### config.mk
export PLATFORM = sky130hd
export DESIGN_NAME = board_tile_fetcher
export DESIGN_NICKNAME = d
export VERILOG_FILES = /design/src/rtl/board_tile_fetcher.sv
export SDC_FILE = /design/constraint.sdc
export NUM_CORES = 1
export LEC_CHECK = 0
export ABC_AREA = 1
export BUFFER_PORTS_ARGS = -buffer_cell sky130_fd_sc_hd__buf_2
export CORE_ASPECT_RATIO = 0.8
export CORE_UTILIZATION = 40
export CTS_CLUSTER_SIZE = 10
export DETAILED_ROUTE_END_ITERATION = 8
export PLACE_DENSITY = 0.66
export SLEW_MARGIN = 20
export SYNTH_ARGS = -nofsm -noshare
export SYNTH_HDL_FRONTEND = slang
export SYNTH_SLANG_ARGS = --single-unit
### constraint.sdc
create_clock -name clock -period 3.7 [get_ports clock]
set_input_delay 0 -clock clock [delete_from_list [all_inputs] [get_ports clock]]
set_output_delay 0 -clock clock [all_outputs]
set_load 0.01 [all_outputs]
### src/rtl/board_tile_fetcher.sv
// board_tile_fetcher: maps the VGA scan position to a board tile address,
// reads the tile word from the board BlockRAM (port 2), and presents decoded,
// pixel-aligned tile attributes plus a per-frame latched cursor highlight.
// Pipeline: S0 address/position, S1 alignment with RAM read, S2 decode.
module board_tile_fetcher #(
  parameter int unsigned TILE_LOG2  = 5,
  parameter int unsigned BOARD_COLS = 16,
  parameter int unsigned BOARD_ROWS = 12,
  parameter int unsigned ORIGIN_X   = 64,
  parameter int unsigned ORIGIN_Y   = 48,
  parameter int unsigned BASE_ADDR  = 0
) (
  input  logic                 clock,
  input  logic                 reset,
  input  logic [9:0]           x,
  input  logic [8:0]           y,
  input  logic                 active,
  input  logic [9:0]           cursor_x,
  input  logic [8:0]           cursor_y,
  output logic [11:0]          ram_addr,
  input  logic [31:0]          ram_data,
  output logic                 px_valid,
  output logic                 tile_revealed,
  output logic                 tile_flagged,
  output logic                 tile_mine,
  output logic [3:0]           tile_count,
  output logic [TILE_LOG2-1:0] tile_px_x,
  output logic [TILE_LOG2-1:0] tile_px_y,
  output logic                 tile_edge,
  output logic                 cursor_hit
);

  localparam int unsigned X_W   = 10;
  localparam int unsigned Y_W   = 9;
  localparam int unsigned A_W   = 12;
  localparam int unsigned OFF_W = TILE_LOG2;
  localparam int unsigned COL_W = X_W - TILE_LOG2;
  localparam int unsigned ROW_W = Y_W - TILE_LOG2;
  localparam int unsigned X_END = ORIGIN_X + (BOARD_COLS << TILE_LOG2);
  localparam int unsigned Y_END = ORIGIN_Y + (BOARD_ROWS << TILE_LOG2);

  // S0 combinational position decode
  logic [X_W-1:0]   dx;
  logic [Y_W-1:0]   dy;
  logic [X_W-1:0]   cdx;
  logic [Y_W-1:0]   cdy;
  logic [COL_W-1:0] col;
  logic [ROW_W-1:0] row;
  logic             in_board_c;
  logic             hit_c;
  logic             frame_start_c;

  // latched cursor tile
  logic [COL_W-1:0] cur_col;
  logic [ROW_W-1:0] cur_row;

  // pipeline registers
  logic             s0_in, s1_in;
  logic [OFF_W-1:0] s0_px, s0_py, s1_px, s1_py;
  logic             s0_hit, s1_hit;

  // upper word bits carry no tile attributes
  logic             unused_data;

  // Scan position to tile column/row, offsets, and cursor match
  always_comb begin
    dx            = x - X_W'(ORIGIN_X);
    dy            = y - Y_W'(ORIGIN_Y);
    cdx           = cursor_x - X_W'(ORIGIN_X);
    cdy           = cursor_y - Y_W'(ORIGIN_Y);
    col           = dx[X_W-1:TILE_LOG2];
    row           = dy[Y_W-1:TILE_LOG2];
    in_board_c    = active
                    && (32'(x) >= ORIGIN_X) && (32'(x) < X_END)
                    && (32'(y) >= ORIGIN_Y) && (32'(y) < Y_END);
    hit_c         = in_board_c && (col == cur_col) && (row == cur_row);
    frame_start_c = (x == '0) && (y == '0);
    unused_data   = ^ram_data[31:7];
  end

  // Cursor tile latched only at frame start so the highlight never tears
  always_ff @(posedge clock) begin
    if (reset) begin
      cur_col <= '1;
      cur_row <= '1;
    end else if (frame_start_c) begin
      cur_col <= cdx[X_W-1:TILE_LOG2];
      cur_row <= cdy[Y_W-1:TILE_LOG2];
    end
  end

  // S0: issue RAM address for board pixels; hold it off-board
  always_ff @(posedge clock) begin
    if (reset) begin
      ram_addr <= A_W'(BASE_ADDR);
      s0_in    <= 1'b0;
      s0_px    <= '0;
      s0_py    <= '0;
      s0_hit   <= 1'b0;
    end else begin
      if (in_board_c) begin
        ram_addr <= A_W'(BASE_ADDR + 32'(row) * BOARD_COLS + 32'(col));
      end
      s0_in  <= in_board_c;
      s0_px  <= dx[OFF_W-1:0];
      s0_py  <= dy[OFF_W-1:0];
      s0_hit <= hit_c;
    end
  end

  // S1: delay position info to line up with the RAM read data
  always_ff @(posedge clock) begin
    if (reset) begin
      s1_in  <= 1'b0;
      s1_px  <= '0;
      s1_py  <= '0;
      s1_hit <= 1'b0;
    end else begin
      s1_in  <= s0_in;
      s1_px  <= s0_px;
      s1_py  <= s0_py;
      s1_hit <= s0_hit;
    end
  end

  // S2: decode tile word; everything zero outside the board
  always_ff @(posedge clock) begin
    if (reset || !s1_in) begin
      px_valid      <= 1'b0;
      tile_revealed <= 1'b0;
      tile_flagged  <= 1'b0;
      tile_mine     <= 1'b0;
      tile_count    <= '0;
      tile_px_x     <= '0;
      tile_px_y     <= '0;
      tile_edge     <= 1'b0;
      cursor_hit    <= 1'b0;
    end else begin
      px_valid      <= 1'b1;
      tile_revealed <= ram_data[0];
      tile_flagged  <= ram_data[1];
      tile_mine     <= ram_data[2];
      tile_count    <= ram_data[6:3];
      tile_px_x     <= s1_px;
      tile_px_y     <= s1_py;
      tile_edge     <= (s1_px == '0) || (s1_px == '1)
                    || (s1_py == '0) || (s1_py == '1);
      cursor_hit    <= s1_hit;
    end
  end

endmodule

==> metrics.cfg <==
[layout]
nFillCells=600
area_growth_pct=29.39
diodes=0
stdcell_area_um2=3487
seqCellArea_um2=1241
nNetsFinal=534
multiInputGateArea_um2=1104
drive_gt1_share_pct=22.49

[critical_path]
ff2ff_path_depth=2
regToRegSetupSlack_ns=2.65
crit_arrival_ns=1.92
required_ns=3.93
worst-path-buf-inv=4
slowest_delay_ns=0.53
crit_top_cell=nand2_1
cp_max_fo=5
critPathLaunchType=primary input
cp_top_family=buffers and inverters
slowest_stage=dlygate4sd3_1
worstSetupPathType=primary input to flop
cp-end-kind=flop
r2r_end=tile_edge$_SDFF_PN0_
rr_startpoint=s1_in$_SDFF_PP0_
crit_chain=dlygate4sd3_1, buf_2, ha_1, inv_1, nand2_1, nand2_1, inv_1, ha_1, nand3b_1, nand2_1, nand3_1, nand2_1, nor2_1

[clocking]
cts_buffer_depth=2
clk_latency_ns=0.34
cts_buffers=9
cts_tree=done
clock_sinks=62
root_buffer=clkbuf_8
path_clk_slew_ns=0.07
htree_levels=3
postCtsResizedCells=0

[worst_hold_path]
min_to=cur_col[4]$_SDFFE_PP1P_
min_path_cells=4
min_from=cursor_x[7]
hold_class=primary input to flop

[routing]
met2WireLength_um=2320
routedWlPerCell_um=9.775
drt_wl_total_um=5298
dr.first_iter.drc_count=105
route.met3.wl_um=415
vias_per_cell=4.349
top_layer_used=met4
vias=2357
wl_met1_um=2531
final_antenna_net_count=0
drt_pass1_iterations=4
drc_errors=0

[logic_synthesis]
seq_area_frac_synth_pct=46.05
yosys_warnings=0
postSynthCellCount=360
synthesis.area_um2=2695
syn_avg_cell_area_um2=7.486
synth_cell_types=30
ys_ff_latch=62

[die]
coreArea_um2=6441
die-area_um2=7072
initial_core_util_pct=41.84
pin_count=105
fp.dieW_um=93.77
rows=26
fp.dieH_um=75.42

[power_and_ir_drop]
leakage_nw=1.819
p_sw_mw=0.3835
cellPowerDensity_nw_per_um2=400.8
power_frac_comb_pct=12.2
ir_drop_mv=0.1637
seq_power_share_pct=49.6
sw_frac_of_total_pct=27.44
intPower_mw=1.014
clkPwrFrac_pct=38.1
p_total_mw=1.398

[timing]
fin_crit_ns=1.690
slew_headroom_pct=58.18
finalSetupTns_ns=0
timing.final.hold_violations=0
tightest_slew_ns=0.6258
slew_violations=0
finalSetupViolCount=0
hold_slack_ns=0.03561
layout_setup_ws_ns=2.010
rsz0062_at_grt=false
min_period_over_period_pct=45.68
clock.fmax_mhz=591.6
skew_ns=0.007162

[global_routing]
grt_pass1_vias=2126
grt_max_degree=31
grt_first_pass_wirelength_um=8976
antenna_found_initial=0
overflow=0
track_usage_pct=16.76

[placement]
placed_area_um2=3055
dp_worst_setup_slack_ns=2.012
gp_routability_congestion=0.8757
io_buffers=67
dp_hpwl_um=3696

[job]
maxCapViolations=0

[run_status]
status=finished, final reports clean

worst reg2reg max path: stages, from the launching register on:
cell     delay, ns
dfxtp_1       0.31
nand2_1       0.36
a41oi_1       0.31
metal layers:
metal  vias up  GRT usage [%]
met2        76          28.30
met4         0          6.325
met5         -              0
met3         4          5.988
met1      1004          19.89
li1       1273              -
worst max-delay path by stage:
| stage | from | to | slack [ns] | cells past startpoint |
|---|---|---|---|---|
| floorplan | y[4] | ram_addr[6]$_SDFFE_PP0P_ | 2.53 | 9 |
| global placement | reset | tile_edge$_SDFF_PN0_ | 2.01 | 4 |
| detailed placement | reset | tile_edge$_SDFF_PN0_ | 2.01 | 4 |
| CTS | y[4] | ram_addr[6]$_SDFFE_PP0P_ | 2.03 | 13 |
| global route | y[4] | ram_addr[6]$_SDFFE_PP0P_ | 1.89 | 13 |
| finish | y[4] | ram_addr[6]$_SDFFE_PP0P_ | 2.01 | 13 |
area by class of cell:
type | instances | share of cell area, %
tap | 84 | 3.014
clock buffer | 9 | 3.552
timing repair buffer | 92 | 16.79
sequential | 62 | 35.59
multi-input combinational | 216 | 31.65
clock inverter | 7 | 1.651
inverter | 72 | 7.750
what timing repair did:
item,in CTS,in global routing
hold buffers,25,0
buffers inserted,0,0
endpoints found under the hold margin,25,0
power by group through the flow:
stage | Combinational [mW] | Clock (mW) | Sequential [mW]
after floorplan | 0.0980 | 0 | 0.713
after CTS | 0.170 | 0.553 | 0.694
final | 0.171 | 0.533 | 0.694
after global routing | 0.196 | 0.586 | 0.696
after global placement | 0.147 | 0 | 0.709
after detailed placement | 0.150 | 0 | 0.710
synth_stat cells:
library cell  count  area share [%]
a21oi_1          14             2.6
a41oi_1           1            0.33
and3_2            1            0.28
buf_1             1            0.14
buf_2             1            0.19
buf_4             3            0.84
buf_6             4             1.7
clkbuf_1          3            0.42
conb_1            1            0.14
dfxtp_1          62              46
ha_1              8             3.7
inv_1            70             9.7
inv_2             2            0.28
nand2_1          54             7.5
nand2_2           3            0.70
nand2_4           1            0.42
nand3_1          25             4.6
nand3_2           3             1.1
nand3_4           1            0.65
nand3b_1          3            0.84
nand4_1           5             1.2
nor2_1           66             9.2
nor2_2            5             1.2
nor2_4            3             1.3
nor3_1            3            0.56
o211ai_2          1            0.46
o21ai_0           3            0.56
o21ai_1           6             1.1
xnor2_1           3            0.98
xor2_1            4             1.3
registers in the layout (all words and copies together), names as in the netlist:
signal,cells
s1_in,1
s1_hit,1
s0_px,5
s0_in,1
s0_py,5
px_valid,1
s1_px,5
tile_mine,1
cur_row,4
s0_hit,1
tile_px_x,5
cursor_hit,1
cur_col,5
tile_flagged,1
tile_px_y,5
tile_revealed,1
s1_py,5
tile_count,4
ram_addr,9
tile_edge,1
stage by stage:
step           cells  util, %
2_1_floorplan    362        -
3_3_place_gp     501    47.44
3_5_place_dp     501    47.44
4_1_cts          542    54.14
5_1_grt          542    54.14
6_report         542    54.14
cell families after synthesis:
group                    Yosys count  share of synthesized area (%)
buffers and inverters             84                          13.28
flip-flops                        62                          46.05
AND/OR/NAND/NOR                  173                          29.48
other                              1                         0.1391
AO/OA/AOI/OAI                     25                          5.060
XOR/XNOR                           7                          2.275
adder cells (fa/ha/maj)            8                          3.714
placed cells by master (no fill, tap or decap), types with 3 or more instances in the layout:
cell and count:
ha_1 8, clkbuf_8 9, a21oi_1 14, o21ai_1 6
dfxtp_1 62, xor2_1 4, nor2_2 5, nand2_1 54
nor2_1 66, buf_2 67, conb_1 3, xnor2_1 3
inv_1 70, nor3_1 3, o21ai_0 3, nand2_2 3
dlygate4sd3_1 25, nand4_1 5, nand3_2 3, nand3_1 25
nor2_4 3, nand3b_1 3
Note: power is estimated with default switching activity, not from simulation.
